File: config.mk
export PLATFORM = sky130hd
export DESIGN_NAME = game_state_tx
export DESIGN_NICKNAME = d
export VERILOG_FILES = /design/src/rtl/game_state_tx.sv
export SDC_FILE = /design/constraint.sdc
export NUM_CORES = 1
export LEC_CHECK = 0
export CORE_MARGIN = 4
export CORE_UTILIZATION = 66
export CTS_CLUSTER_SIZE = 10
export DETAILED_ROUTE_END_ITERATION = 8
export DONT_BUFFER_PORTS = 1
export HOLD_SLACK_MARGIN = 0.03
export PLACE_DENSITY = 0.85
export SYNTH_ARGS = -nofsm -noshare
export SYNTH_HDL_FRONTEND = slang
export SYNTH_SLANG_ARGS = --single-unit
File: constraint.sdc
create_clock -name clock -period 5.8 [get_ports clock]
set_input_delay 0.29 -clock clock [delete_from_list [all_inputs] [get_ports clock]]
set_output_delay 0.29 -clock clock [all_outputs]
set_load 0.02 [all_outputs]
File: src/rtl/game_state_tx.sv
// Serial transmitter for one Pong game-state snapshot: sync byte, six payload
// bytes and an XOR checksum, sent as 8N1 UART frames, LSB first.
module game_state_tx #(
    parameter int          CLKS_PER_BIT = 434,
    parameter logic [7:0]  SYNC_BYTE    = 8'hA5
) (
    input  logic        clock,
    input  logic        reset_n,
    input  logic        send,
    input  logic [10:0] ball_x,
    input  logic [10:0] ball_y,
    input  logic [10:0] p1_y,
    input  logic [10:0] p2_y,
    output logic        tx,
    output logic        ready,
    output logic        busy,
    output logic        done
);

    localparam int            TW       = $clog2(CLKS_PER_BIT);
    localparam logic [TW-1:0] BIT_LAST = TW'(CLKS_PER_BIT - 1);

    typedef enum logic [1:0] {
        S_IDLE,
        S_START,
        S_DATA,
        S_STOP
    } state_t;

    state_t        state_q, state_d;
    logic [TW-1:0] timer_q, timer_d;
    logic [2:0]    bit_idx_q, bit_idx_d;
    logic [2:0]    byte_idx_q, byte_idx_d;
    logic [47:0]   payload_q, payload_d;
    logic          tx_q, tx_d;
    logic          ready_q, ready_d;
    logic          busy_q, busy_d;
    logic          done_q, done_d;

    logic [7:0]    checksum;
    logic [7:0]    cur_byte;
    logic [2:0]    next_bit;

    assign checksum = payload_q[7:0]   ^ payload_q[15:8]  ^ payload_q[23:16] ^
                      payload_q[31:24] ^ payload_q[39:32] ^ payload_q[47:40];
    assign next_bit = bit_idx_q + 3'd1;

    // Frame byte 0 is the sync marker, 1..6 are payload bytes 0..5, 7 is the checksum.
    always_comb begin
        cur_byte = SYNC_BYTE;
        case (byte_idx_q)
            3'd0:    cur_byte = SYNC_BYTE;
            3'd1:    cur_byte = payload_q[7:0];
            3'd2:    cur_byte = payload_q[15:8];
            3'd3:    cur_byte = payload_q[23:16];
            3'd4:    cur_byte = payload_q[31:24];
            3'd5:    cur_byte = payload_q[39:32];
            3'd6:    cur_byte = payload_q[47:40];
            default: cur_byte = checksum;
        endcase
    end

    // tx_d is the level for the cycle that follows the edge, keeping tx a pure flop output.
    always_comb begin
        state_d    = state_q;
        timer_d    = timer_q;
        bit_idx_d  = bit_idx_q;
        byte_idx_d = byte_idx_q;
        payload_d  = payload_q;
        tx_d       = tx_q;
        ready_d    = ready_q;
        busy_d     = busy_q;
        done_d     = 1'b0;
        case (state_q)
            S_IDLE: begin
                tx_d    = 1'b1;
                ready_d = 1'b1;
                busy_d  = 1'b0;
                if (send && ready_q) begin
                    payload_d  = {4'b0, p2_y, p1_y, ball_y, ball_x};
                    state_d    = S_START;
                    timer_d    = '0;
                    bit_idx_d  = 3'd0;
                    byte_idx_d = 3'd0;
                    tx_d       = 1'b0;
                    ready_d    = 1'b0;
                    busy_d     = 1'b1;
                end
            end
            S_START: begin
                if (timer_q == BIT_LAST) begin
                    timer_d   = '0;
                    bit_idx_d = 3'd0;
                    state_d   = S_DATA;
                    tx_d      = cur_byte[0];
                end else begin
                    timer_d = timer_q + 1'b1;
                end
            end
            S_DATA: begin
                if (timer_q == BIT_LAST) begin
                    timer_d = '0;
                    if (bit_idx_q == 3'd7) begin
                        state_d = S_STOP;
                        tx_d    = 1'b1;
                    end else begin
                        bit_idx_d = next_bit;
                        tx_d      = cur_byte[next_bit];
                    end
                end else begin
                    timer_d = timer_q + 1'b1;
                end
            end
            S_STOP: begin
                if (timer_q == BIT_LAST) begin
                    timer_d = '0;
                    if (byte_idx_q != 3'd7) begin
                        byte_idx_d = byte_idx_q + 3'd1;
                        state_d    = S_START;
                        tx_d       = 1'b0;
                    end else begin
                        state_d = S_IDLE;
                        tx_d    = 1'b1;
                        ready_d = 1'b1;
                        busy_d  = 1'b0;
                        done_d  = 1'b1;
                    end
                end else begin
                    timer_d = timer_q + 1'b1;
                end
            end
            default: begin
                state_d = S_IDLE;
                tx_d    = 1'b1;
                ready_d = 1'b1;
                busy_d  = 1'b0;
            end
        endcase
    end

    always_ff @(posedge clock or negedge reset_n) begin
        if (!reset_n) begin
            state_q    <= S_IDLE;
            timer_q    <= '0;
            bit_idx_q  <= 3'd0;
            byte_idx_q <= 3'd0;
            payload_q  <= '0;
            tx_q       <= 1'b1;
            ready_q    <= 1'b1;
            busy_q     <= 1'b0;
            done_q     <= 1'b0;
        end else begin
            state_q    <= state_d;
            timer_q    <= timer_d;
            bit_idx_q  <= bit_idx_d;
            byte_idx_q <= byte_idx_d;
            payload_q  <= payload_d;
            tx_q       <= tx_d;
            ready_q    <= ready_d;
            busy_q     <= busy_d;
            done_q     <= done_d;
        end
    end

    assign tx    = tx_q;
    assign ready = ready_q;
    assign busy  = busy_q;
    assign done  = done_q;

endmodule
Word-level counts from Yosys, hierarchy flattened
Cells that the tools add are included.

$add $sub $neg: 3. Magnitude comparators: 1. Eq/ne operators: 20. Mux-type cells: 37. Bitwise gates (word level): 5. Reductions and logical operators: 12.

Operators by type and width (number): 8-bit one-hot mux with 7 select lines (1); 8-bit bitwise XOR (4); 3-bit 2-to-1 mux (6); 9-bit 2-to-1 mux (2); 9-bit one-hot mux with 2 select lines (1); 2-bit != test, second input constant (8); 1-bit 2-to-1 mux (15); 3-bit == test, second input constant (4); 2-bit 2-to-1 mux (5); 5-bit AND reduction (2); 9-bit by 1-bit adder with 9-bit output, second input constant (1); 9-bit == test, second input constant (1); 3-bit one-hot mux with 3 select lines (1); 2-bit one-hot mux with 4 select lines (1); 8-bit by 4-bit bitwise XOR with 8-bit output (1); 3-bit by 1-bit adder with 3-bit output, second input constant (2); 3-bit by 2-bit == test with 1-bit output, second input constant (2); 3-bit one-hot mux with 2 select lines (1); 3-bit AND reduction (2); 2-bit == test, second input constant (2); 3-bit by 4-bit < comparator with 1-bit output, second input constant (1); 1-bit one-hot mux with 2 select lines (2); 1-bit one-hot mux with 4 select lines (1); 4-bit AND reduction (1); other kinds (11) (11).

Register bits after elaboration: 65. Input bits: 47. Word-level logic and storage cells: 87.

Depth between registers and ports, before layout
Gate-level depths: netlist of run 1.

Depth in word-level cells: 11. Gate-level depth with buffers: 11. Depth with buffers taken out: 9.

Worst setup path before layout of run 1
No wires, ideal clock.

Path type: reg2reg. Start: reg byte_idx_q[2]. End: reg tx_q (netlist: tx). Setup time: 0.091 ns. Arrival: 2.227 ns. Slack: 3.482 ns. Cell stages (with the launch flop): 12. Path buffers: 3. Cells stage by stage: dfrtp_1 -> buf_2 -> inv_1 -> ha_1 -> buf_2 -> or4_1 -> buf_2 -> o32ai_1 -> a311o_1 -> nand3_1 -> o21ai_1 -> a211oi_2.

Longest elaborated chain between the ends: 7. Elaborated cells on any way between the ends: 17. Those cells by class: eq/ne (7); mux (9); reduce/logical (1).

RTL lines: start, declared (line 33) `logic [2:0] byte_idx_q, byte_idx_d;`; start signal, assigned (line 156) `byte_idx_q <= byte_idx_d;`; 3-bit == test (tied with other cells) (line 51) `case (byte_idx_q)`; 8-bit one-hot mux with 7 select lines (line 51); 1-bit binary-select mux with 3-bit select (line 108) `tx_d = cur_byte[next_bit];`; 1-bit 2-to-1 mux (not written as such) (line 108); 1-bit 2-to-1 mux (line 103) `if (bit_idx_q == 3'd7) begin`; 1-bit 2-to-1 mux (line 101) `if (timer_q == BIT_LAST) begin`; 1-bit one-hot mux with 4 select lines (*) (line 74) `case (state_q)`; end signal, assigned (line 158) `tx_q <= tx_d;`; end, declared (line 35) `logic tx_q, tx_d;`.

Mark *: on every way between the ends. The rest lies on a longest branch, timed or not. The select of a mux whose other input is x is not followed. A chain may end at the register's enable or synchronous reset.

Final worst setup path of run 1
Same ends and word-level chain as after synthesis.

==> impl_metrics.env, run 1 <==
export IMPL_drive_gt1_share_pct=22.71
export IMPL_core_area_mm2=0.005507
export IMPL_finalSetupTns_ns=0
export IMPL_start_util_pct=67.69
export IMPL_relSlewSlack_pct=51.01
export IMPL_pwr_share_seq_pct=35.7
export IMPL_synth_common_cells="dfrtp_1 (63), mux2_2 (53), xnor2_1 (27), o21ai_0 (18), nand2_1 (16)"
export IMPL_synth_edf_count=0
export IMPL_antenna_found_initial=0
export IMPL_die_area_mm2=0.006914
export IMPL_numCtsBuffers=9
export IMPL_dp_final_hpwl_mm=5.239
export IMPL_synth_seq_cells=65
export IMPL_internal_power_uw=1535
export IMPL_cp_data_required_time_ns=6.08
export IMPL_clk_pin_slew_ns=0.07
export IMPL_clkLatencyLatePin_ns=0.35
export IMPL_synthFlopType="dfrtp_1"
export IMPL_grt_overflow=0
export IMPL_post_drt_wl_per_cell_um=18.09
export IMPL_cp_arrival_ns=3.41
export IMPL_n_antenna_cell=0
export IMPL_setup_violations=0
export IMPL_synth_largest_area_cell="dfrtp_1"
export IMPL_synthMostInstantiatedCell="dfrtp_1"
export IMPL_cts_buffer_depth=2
export IMPL_vdd_ir_drop_max_v=0.0003340
export IMPL_die_h_um=83.15
export IMPL_rsz0062_at_grt="false"
export IMPL_start_kind="flip-flop"
export IMPL_synth_nets=398
export IMPL_cts_root_buf="clkbuf_8"
export IMPL_portBuffers=0
export IMPL_worst_setup_path_type="flip-flop to flip-flop"
export IMPL_place_gp_congestion=0.9421
export IMPL_synthCells=336
export IMPL_die_w_um=83.15
export IMPL_cts_tree="done"
export IMPL_drc=0
export IMPL_clkSinkCount=65
export IMPL_grtUsageTotal_pct=22.73
export IMPL_stdcell_count=411
export IMPL_syn_cell_area_mm2=0.003727
export IMPL_crit_path_end_kind="flip-flop"
export IMPL_cp_max_fo=21
export IMPL_fp_row_count=27
export IMPL_grt_max_degree=66
export IMPL_htree_levels=3
export IMPL_dpl_cell_count=393
export IMPL_outcome="completed"
export IMPL_yosysWarnings=0
export IMPL_switchingPower_uw=978.6
export IMPL_grt_pass1_vias=2560
export IMPL_postSynth_asyncResetShare_pct=100.0
export IMPL_hp_class="input pin to flip-flop"
export IMPL_switching_share_pct=38.93
export IMPL_grt_pass1_wl_mm=12.69
export IMPL_dr_pass1_iters=4
export IMPL_synthDistinctLibCells=45
export IMPL_viasPerCell=6.287
export IMPL_drtIter0Drc=235
export IMPL_combPwrFrac_pct=49.0
export IMPL_ant_nets=0
export IMPL_holdWs_ns=0.08452
export IMPL_synth_seq_area_share_pct=43.71
export IMPL_synth_top_area_share_pct=42.30
export IMPL_io_pins=51
export IMPL_final_nets=396
export IMPL_period_needed_ns=3.133
export IMPL_wirelength_mm=7.434
export IMPL_maxCapViolations=0
export IMPL_synth_area_leaders="dfrtp_1 (42%), mux2_2 (16%), xnor2_1 (6.3%)"
export IMPL_syn_area_per_cell_um2=11.09
export IMPL_route_vias_total=2584
export IMPL_final_hold_viol_count=0
export IMPL_skew_ns=0.008023
export IMPL_clock_power_share_pct=15.3
export IMPL_slew_violations=0
export IMPL_powerDensity_mw_per_mm2=630.8
export IMPL_cellLeakagePower_uw=0.001675
export IMPL_tightest_slew_ns=0.7349
export IMPL_areaGrowthSynthToFinish_pct=6.915
export IMPL_max_freq_mhz=319.1
export IMPL_finalCritPeriodShare_pct=54.02
-- layer usage --
metal / share of wire, % / global-route usage [%]
met1: 45 / 30.88
met2: 47 / 34.48
met3: 6.5 / 7.937
met4: 1.7 / 6.984
met5: 0 / 0
-- final timing paths --
check | to | slack (ns) | cells after the start | startpoint
hold reg to reg | bit_idx_q[2] | 0.50 | 2 | bit_idx_q[2]
max in group asynchronous | ready | 5.01 | 2 | reset_n
setup reg to reg | tx | 2.67 | 9 | byte_idx_q[2]
hold / removal | payload_q[0] | 0.08 | 1 | ball_x[0]
min in group asynchronous | payload_q[32] | 0.48 | 2 | reset_n
setup / recovery | tx | 2.67 | 9 | byte_idx_q[2]
-- sequential cells by signal, indices dropped and copies added (netlist names) --
| name | flops |
|---|---|
| bit_idx_q | 3 |
| tx | 1 |
| ready | 1 |
| timer_q | 9 |
| byte_idx_q | 3 |
| payload_q | 44 |
| busy | 1 |
| state_q | 2 |
| done | 1 |
-- repair_timing --
item / in CTS / in global routing
endpoints found under the hold margin: 65 / 0
hold buffers: 2 / 0
resized for setup: 0 / 0
buffers inserted: 0 / 0
-- cells by family after synthesis --
logic type	count (synthesis)	share of synthesized area (%)
flip-flops	65	43.71
XOR/XNOR	36	9.198
multiplexers	54	16.28
adder cells (fa/ha/maj)	15	5.035
AO/OA/AOI/OAI	72	13.02
buffers and inverters	25	3.122
AND/OR/NAND/NOR	69	9.635
-- metrics by stage --
step / instance area, um^2 / util, % / setup slack (ns) / total power [uW]
2_1_floorplan: 3727 / - / 3.482 / 1877
3_3_place_gp: 3751 / 68.12 / 2.980 / 2054
3_5_place_dp: 3751 / 68.12 / 2.788 / 2101
4_1_cts: 3985 / 72.37 / 2.728 / 2519
5_1_grt: 3985 / 72.37 / 2.438 / 2699
6_report: 3985 / 72.37 / 2.667 / 2514
-- critical path, cell delays in order, from the launching register on --
cell and delay, ns:
dfrtp_1 0.82, inv_1 0.29, ha_1 0.43, nor4_4 0.56, a21oi_1 0.11, a32oi_1 0.26, a21oi_1 0.09, a32oi_1 0.22
nor4_1 0.09, a211oi_2 0.20
-- layout make-up --
class                      count  area, um^2
multi-input combinational    246        1987
timing repair buffer           4       52.55
fill                         395        1521
sequential                    65        1629
inverter                       8       30.03
tap                           72       90.09
clock inverter                 5       55.05
clock buffer                  11       141.4
-- power groups by stage --
| stage | combinational (uW) | sequential [uW] | clock, uW |
|---|---|---|---|
| after floorplan | 1070 | 811 | 0 |
| after global placement | 1160 | 889 | 0 |
| after detailed placement | 1200 | 898 | 0 |
| after CTS | 1230 | 894 | 391 |
| after global routing | 1360 | 924 | 417 |
| final | 1230 | 897 | 385 |
-- placed cells by master (no fill, tap or decap), types with 4 or more instances in the layout --
| master | synthesis | routed |
|---|---|---|
| dfrtp_1 | 63 | 63 |
| mux2_2 | 53 | 53 |
| xnor2_1 | 27 | 27 |
| o21ai_0 | 18 | 18 |
| nand2_1 | 16 | 16 |
| nor2_1 | 15 | 15 |
| ha_1 | 15 | 15 |
| a21oi_1 | 13 | 13 |
| nand3_1 | 14 | 13 |
| clkbuf_8 | 0 | 10 |
| inv_1 | 8 | 8 |
| nand2b_1 | 7 | 7 |
| xor2_1 | 7 | 7 |
| a22o_1 | 7 | 7 |
| a32oi_1 | 5 | 5 |
| o31ai_1 | 5 | 5 |
| a31oi_1 | 4 | 4 |
No activity file was read; power rests on OpenSTA's default activity.
==> run 2: changes to the inputs <==
CORE_UTILIZATION = 64   (was 66)
PLACE_DENSITY = 0.83   (was 0.85)
clock period = 3.03 ns   (was 5.8 ns; I/O delays follow)
==> run 2 against run 1 <==
Fmax up 23%; power up 100%; core utilization up 7.7 points; global-route usage up 3.1 points; via count up 7.4%; register-to-register slack worse by 2.2 ns; critical endpoint unchanged.
==> impl_metrics.env, run 2 (same netlist as run 1, synthesis figures left out) <==
export IMPL_core_area_mm2=0.005574
export IMPL_relSlewSlack_pct=61.18
export IMPL_portBuffers=0
export IMPL_die_w_um=84.32
export IMPL_reg_largest_list="payload_q x44, timer_q x9"
export IMPL_die_area_mm2=0.007109
export IMPL_die_h_um=84.32
export IMPL_cts_buffer_depth=2
export IMPL_grt_max_degree=66
export IMPL_final_common_cell="dfrtp_1"
export IMPL_drive_gt1_share_pct=20.57
export IMPL_ctsHoldBuffers=46
export IMPL_io_pins=51
export IMPL_max_freq_mhz=393.0
export IMPL_grt_overflow=0
export IMPL_finalCritPeriodShare_pct=83.99
export IMPL_stdcell_count=456
export IMPL_drc=0
export IMPL_r2r_setup_slack_ns=0.49
export IMPL_hp_class="input pin to flip-flop"
export IMPL_layout_common_cells="dfrtp_1 (63), mux2_2 (53), dlygate4sd3_1 (45), xnor2_1 (27), o21ai_0 (18)"
export IMPL_fp_row_count=27
export IMPL_post_drt_wl_per_cell_um=19.05
export IMPL_grt_pass1_wl_mm=14.39
export IMPL_cp_data_required_time_ns=3.30
export IMPL_ant_nets=0
export IMPL_powerDensity_mw_per_mm2=1130
export IMPL_clkLatencyLatePin_ns=0.35
export IMPL_regMostFlops="payload_q"
export IMPL_dr_pass1_iters=5
export IMPL_slew_violations=0
export IMPL_crit_path_end_kind="flip-flop"
export IMPL_skew_ns=0.007379
export IMPL_maxCapViolations=0
export IMPL_cts_root_buf="clkbuf_8"
export IMPL_ctsResizeCount=0
export IMPL_areaGrowthSynthToFinish_pct=19.74
export IMPL_holdWs_ns=0.07184
export IMPL_clk_pin_slew_ns=0.08
export IMPL_wirelength_mm=8.685
export IMPL_start_util_pct=66.87
export IMPL_final_nets=441
export IMPL_start_kind="flip-flop"
export IMPL_cts_setup_buffers=0
export IMPL_grtUsageTotal_pct=25.83
export IMPL_drtIter0Drc=247
export IMPL_antenna_found_initial=0
export IMPL_viasPerCell=6.086
export IMPL_dpl_cell_count=394
export IMPL_place_gp_congestion=0.9150
export IMPL_dp_final_hpwl_mm=5.179
export IMPL_grt_pass1_vias=2855
export IMPL_final_hold_viol_count=0
export IMPL_cp_max_fo=10
export IMPL_tightest_slew_ns=0.5823
export IMPL_setup_violations=0
export IMPL_finalSetupTns_ns=0
export IMPL_rsz0062_at_grt="false"
export IMPL_n_antenna_cell=0
export IMPL_clkSinkCount=65
export IMPL_htree_levels=3
export IMPL_vdd_ir_drop_max_v=0.0008110
export IMPL_period_needed_ns=2.545
export IMPL_p_total_uw=5042
export IMPL_largest_reg_flops=44
export IMPL_cellLeakagePower_uw=0.001879
export IMPL_cts_tree="done"
export IMPL_outcome="completed"
export IMPL_final_core_util_pct=80.07
export IMPL_route_vias_total=2775
export IMPL_cp_arrival_ns=2.81
export IMPL_numCtsBuffers=9
export IMPL_worst_setup_path_type="flip-flop to flip-flop"
run 2: metal layers:
metal / up-vias / track usage (%) / routed length (um)
li1: 1305 / - / -
met4: 0 / 7.164 / 73
met5: - / 0 / 0
met2: 106 / 43.62 / 4460
met1: 1357 / 32.29 / 3629
met3: 7 / 7.655 / 522
run 2: final timing paths:
check                                 to           from  cells after the start
max                                   tx  byte_idx_q[1]                      9
min                                ready           send                      3
max reg2reg                           tx  byte_idx_q[1]                      9
min reg2reg                 bit_idx_q[1]   bit_idx_q[1]                      2
max in group asynchronous          ready        reset_n                      2
min in group asynchronous  payload_q[40]        reset_n                      2
run 2: metrics by stage:
step | worst slack, ns | cell area, um^2
floorplan | 0.7120 | 3727
global placement | 0.6465 | 3759
detailed placement | 0.5631 | 3759
CTS | 0.5322 | 4463
global route | 0.2976 | 4463
finish | 0.4852 | 4463
run 2: power breakdown:
part           switching, uW  leakage [uW]  internal (uW)
registers                452      0.000796           1260
logic                   1170      0.000973           1330
clock network            365      0.000110            471
run 2: area by class of cell:
| cell class | instances | area [um^2] |
|---|---|---|
| repair buffers | 49 | 500.5 |
| clock inverters | 7 | 102.6 |
| fillers | 336 | 1111 |
| clock buffers | 9 | 123.9 |
| flip-flops and latches | 65 | 1629 |
| multi-input cells | 246 | 1987 |
| inverters | 8 | 30.03 |
| well taps | 72 | 90.09 |
run 2: worst max-delay path: stages (launching register included):
cell,delay [ns]
dfrtp_1,0.43
ha_1,0.22
ha_1,0.32
nor4_4,0.54
a21oi_1,0.09
o211ai_1,0.14
nand2_1,0.08
o21ai_0,0.31
nor2_1,0.11
a211oi_2,0.22
==> run 3: changes to the inputs <==
ABC_AREA = 1   (was default)
clock period = 2.6 ns   (was 3.03 ns; I/O delays follow)
==> run 3 against run 2 <==
Hold slack gained 0.23 ns; highest routed layer unchanged; design area rose by 5.4%; combinational power fell by 97%; wire length is 18% higher; critical path depth increased by 6; largest power group is now sequential cells; clock-buffer cell count is 3 higher; clock power is 13% lower.
==> impl_metrics.env, run 3 <==
export IMPL_portBuffers=0
export IMPL_largest_reg_flops=44
export IMPL_slew_violations=0
export IMPL_critical_path_top_delay_family="simple AND/OR/NAND/NOR gates"
export IMPL_synth_top_area_share_pct=39.33
export IMPL_synthDistinctLibCells=33
export IMPL_synthCells=570
export IMPL_dpl_cell_count=635
export IMPL_viasPerCell=5.543
export IMPL_areaGrowthSynthToFinish_pct=17.38
export IMPL_synth_largest_area_cell="dfrtp_1"
export IMPL_cts_setup_buffers=0
export IMPL_start_kind="flip-flop"
export IMPL_final_common_cell="nand2_1"
export IMPL_place_gp_congestion=0.9074
export IMPL_crit_path_end_kind="flip-flop"
export IMPL_grt_max_degree=82
export IMPL_powerDensity_mw_per_mm2=387.8
export IMPL_dr_pass1_iters=5
export IMPL_synthMostInstantiatedCell="nand2_1"
export IMPL_synth_seq_area_share_pct=40.64
export IMPL_maxCapViolations=0
export IMPL_cp_slowest_cell="dfrtp_1"
export IMPL_wirelength_mm=10.22
export IMPL_setup_violations=0
export IMPL_clkSinkCount=65
export IMPL_synthSimpleGateAreaFrac_pct=34.27
export IMPL_synth_area_mux_share_pct=2.247
export IMPL_synth_adder_area_share_pct=4.682
export IMPL_synth_top_family_by_area="simple AND/OR/NAND/NOR gates"
export IMPL_vdd_ir_drop_max_v=0.0003535
export IMPL_cp_data_required_time_ns=2.90
export IMPL_hp_class="input pin to async pin"
export IMPL_synth_xor_area_share_pct=1.092
export IMPL_crit_buf_inv=2
export IMPL_final_hold_viol_count=0
export IMPL_nFillCells=428
export IMPL_cp_arrival_ns=2.57
export IMPL_route_vias_total=3869
export IMPL_dp_final_hpwl_mm=6.632
export IMPL_finalCritPeriodShare_pct=87.37
export IMPL_yosysWarnings=0
export IMPL_grt_pass1_wl_mm=17.59
export IMPL_drc=0
export IMPL_die_area_mm2=0.007594
export IMPL_synth_area_leaders="dfrtp_1 (39%), nand2_1 (17%), nand3_1 (6.9%)"
export IMPL_fp_row_count=28
export IMPL_cellLeakagePower_uw=0.002547
export IMPL_die_h_um=87.15
export IMPL_worst_setup_path_type="flip-flop to flip-flop"
export IMPL_cts_root_buf="clkbuf_8"
export IMPL_cp_max_fo=10
export IMPL_layout_common_cells="nand2_1 (180), nor2_1 (72), dfrtp_1 (63), inv_1 (62), nand3_1 (55)"
export IMPL_period_needed_ns=2.272
export IMPL_skew_ns=0.008799
export IMPL_grt_pass1_vias=3864
export IMPL_drive_gt1_share_pct=7.063
export IMPL_numCtsBuffers=9
export IMPL_cts_buffer_depth=2
export IMPL_syn_area_per_cell_um2=7.033
export IMPL_tightest_slew_ns=0.5439
export IMPL_antenna_found_initial=0
export IMPL_relSlewSlack_pct=63.74
export IMPL_grtUsageTotal_pct=29.50
export IMPL_max_freq_mhz=440.2
export IMPL_io_pins=51
export IMPL_fin_area_mm2=0.004706
export IMPL_htree_levels=3
export IMPL_n_antenna_cell=0
export IMPL_syn_cell_area_mm2=0.004009
export IMPL_synth_nets=632
export IMPL_finalSetupTns_ns=0
export IMPL_regMostFlops="payload_q"
export IMPL_place_area_mm2=0.004063
export IMPL_synth_compound_area_share_pct=8.926
export IMPL_grt_overflow=0
export IMPL_rsz0062_at_grt="false"
export IMPL_drtIter0Drc=278
export IMPL_postSynth_asyncResetShare_pct=100.0
export IMPL_die_w_um=87.15
export IMPL_clk_pin_slew_ns=0.07
export IMPL_outcome="completed"
export IMPL_cpMostUsedCell="nand2_1"
export IMPL_synth_seq_cells=65
export IMPL_synthFlopType="dfrtp_1"
export IMPL_reg_largest_list="payload_q x44, timer_q x9"
export IMPL_final_nets=680
export IMPL_clkLatencyLatePin_ns=0.35
export IMPL_cts_tree="done"
export IMPL_ant_nets=0
export IMPL_core_area_mm2=0.005991
export IMPL_synth_edf_count=0
export IMPL_crit_path_cell_trace="inv_2, ha_1, nor2_2, nand2_4, inv_6, nor2_2, a21oi_1, nand2_1, nand3_1, nand3_1, nand3_1, nand2_1, nand2_1, nand2_1, nand2_1"
export IMPL_crit_path_max_incr_delay_ns=0.60
export IMPL_synth_common_cells="nand2_1 (181), nor2_1 (72), dfrtp_1 (63), inv_1 (62), nand3_1 (55)"
export IMPL_start_util_pct=66.92
export IMPL_stdcell_count=698
export IMPL_post_drt_wl_per_cell_um=14.64
## run 3: changes by cell type after synthesis, moves of 6 or more
cell / delta
a21oi_1: +32
a22o_1: -7
inv_1: +54
inv_2: +6
mux2_2: -45
nand2_1: +165
nand2b_1: -7
nand3_1: +41
nor2_1: +57
o21ai_0: -10
xnor2_1: -26
## run 3: per-stage QoR
| stage | util (%) | hold WS, ns | worst slack, ns | power (uW) |
|---|---|---|---|---|
| after global placement | 67.82 | -0.1638 | 0.4960 | 1032 |
| final | 78.55 | 0.2994 | 0.3283 | 1825 |
| after CTS | 78.55 | 0.3369 | 0.3713 | 1826 |
| after detailed placement | 67.82 | -0.1634 | 0.3821 | 1032 |
| after floorplan | - | -0.1656 | 0.7150 | 1032 |
| after global routing | 78.55 | 0.3570 | 0.1177 | 1885 |
## run 3: what timing repair did
action	4_1_cts	5_1_grt
hold buffers	47	0
hold endpoints to repair	111	0
gates resized for setup	0	0
## run 3: power breakdown
part / switching [uW] / internal (uW) / total, uW
clock: 389 / 340 / 730
combinational: 33.0 / 51.0 / 84.0
sequential: 0 / 1010 / 1010
## run 3: logic make-up after synthesis
group / after synthesis
AO/OA/AOI/OAI: 67
XOR/XNOR: 5
adder cells (fa/ha/maj): 15
buffers and inverters: 80
flip-flops: 65
multiplexers: 8
AND/OR/NAND/NOR: 330
## run 3: area by class of cell
type                            count  area (um^2)  share of cell area [%]
Inverter                           69        264.0                   5.610
Timing Repair Buffer               48        508.0                   10.80
Clock inverter                      4        20.02                  0.4254
Clock buffer                       12        135.1                   2.872
Multi-Input combinational cell    425         2056                   43.69
Tap cell                           75        93.84                   1.994
Sequential cell                    65         1629                   34.62
## run 3: routing by layer
layer | share of wire, % | vias to the layer above | GRT usage (%) | wire length [um]
li1 | - | 1901 | - | -
met1 | 41 | 1778 | 36.23 | 4169
met2 | 51 | 157 | 51.21 | 5165
met3 | 5.6 | 33 | 4.352 | 575
met4 | 3.0 | 0 | 13.25 | 311
met5 | 0 | - | 0 | 0
## run 3: path summary, 6_finish.rpt
kind,endpoint,cells past startpoint,slack (ns),startpoint
setup / recovery,tx,15,0.33,byte_idx_q[2]
hold / removal,timer_q[3],2,0.30,reset_n
setup reg to reg,tx,15,0.33,byte_idx_q[2]
hold reg to reg,timer_q[5],1,0.50,timer_q[5]
max in group asynchronous,tx,2,1.97,reset_n
min in group clock,payload_q[5],2,0.46,ball_x[5]
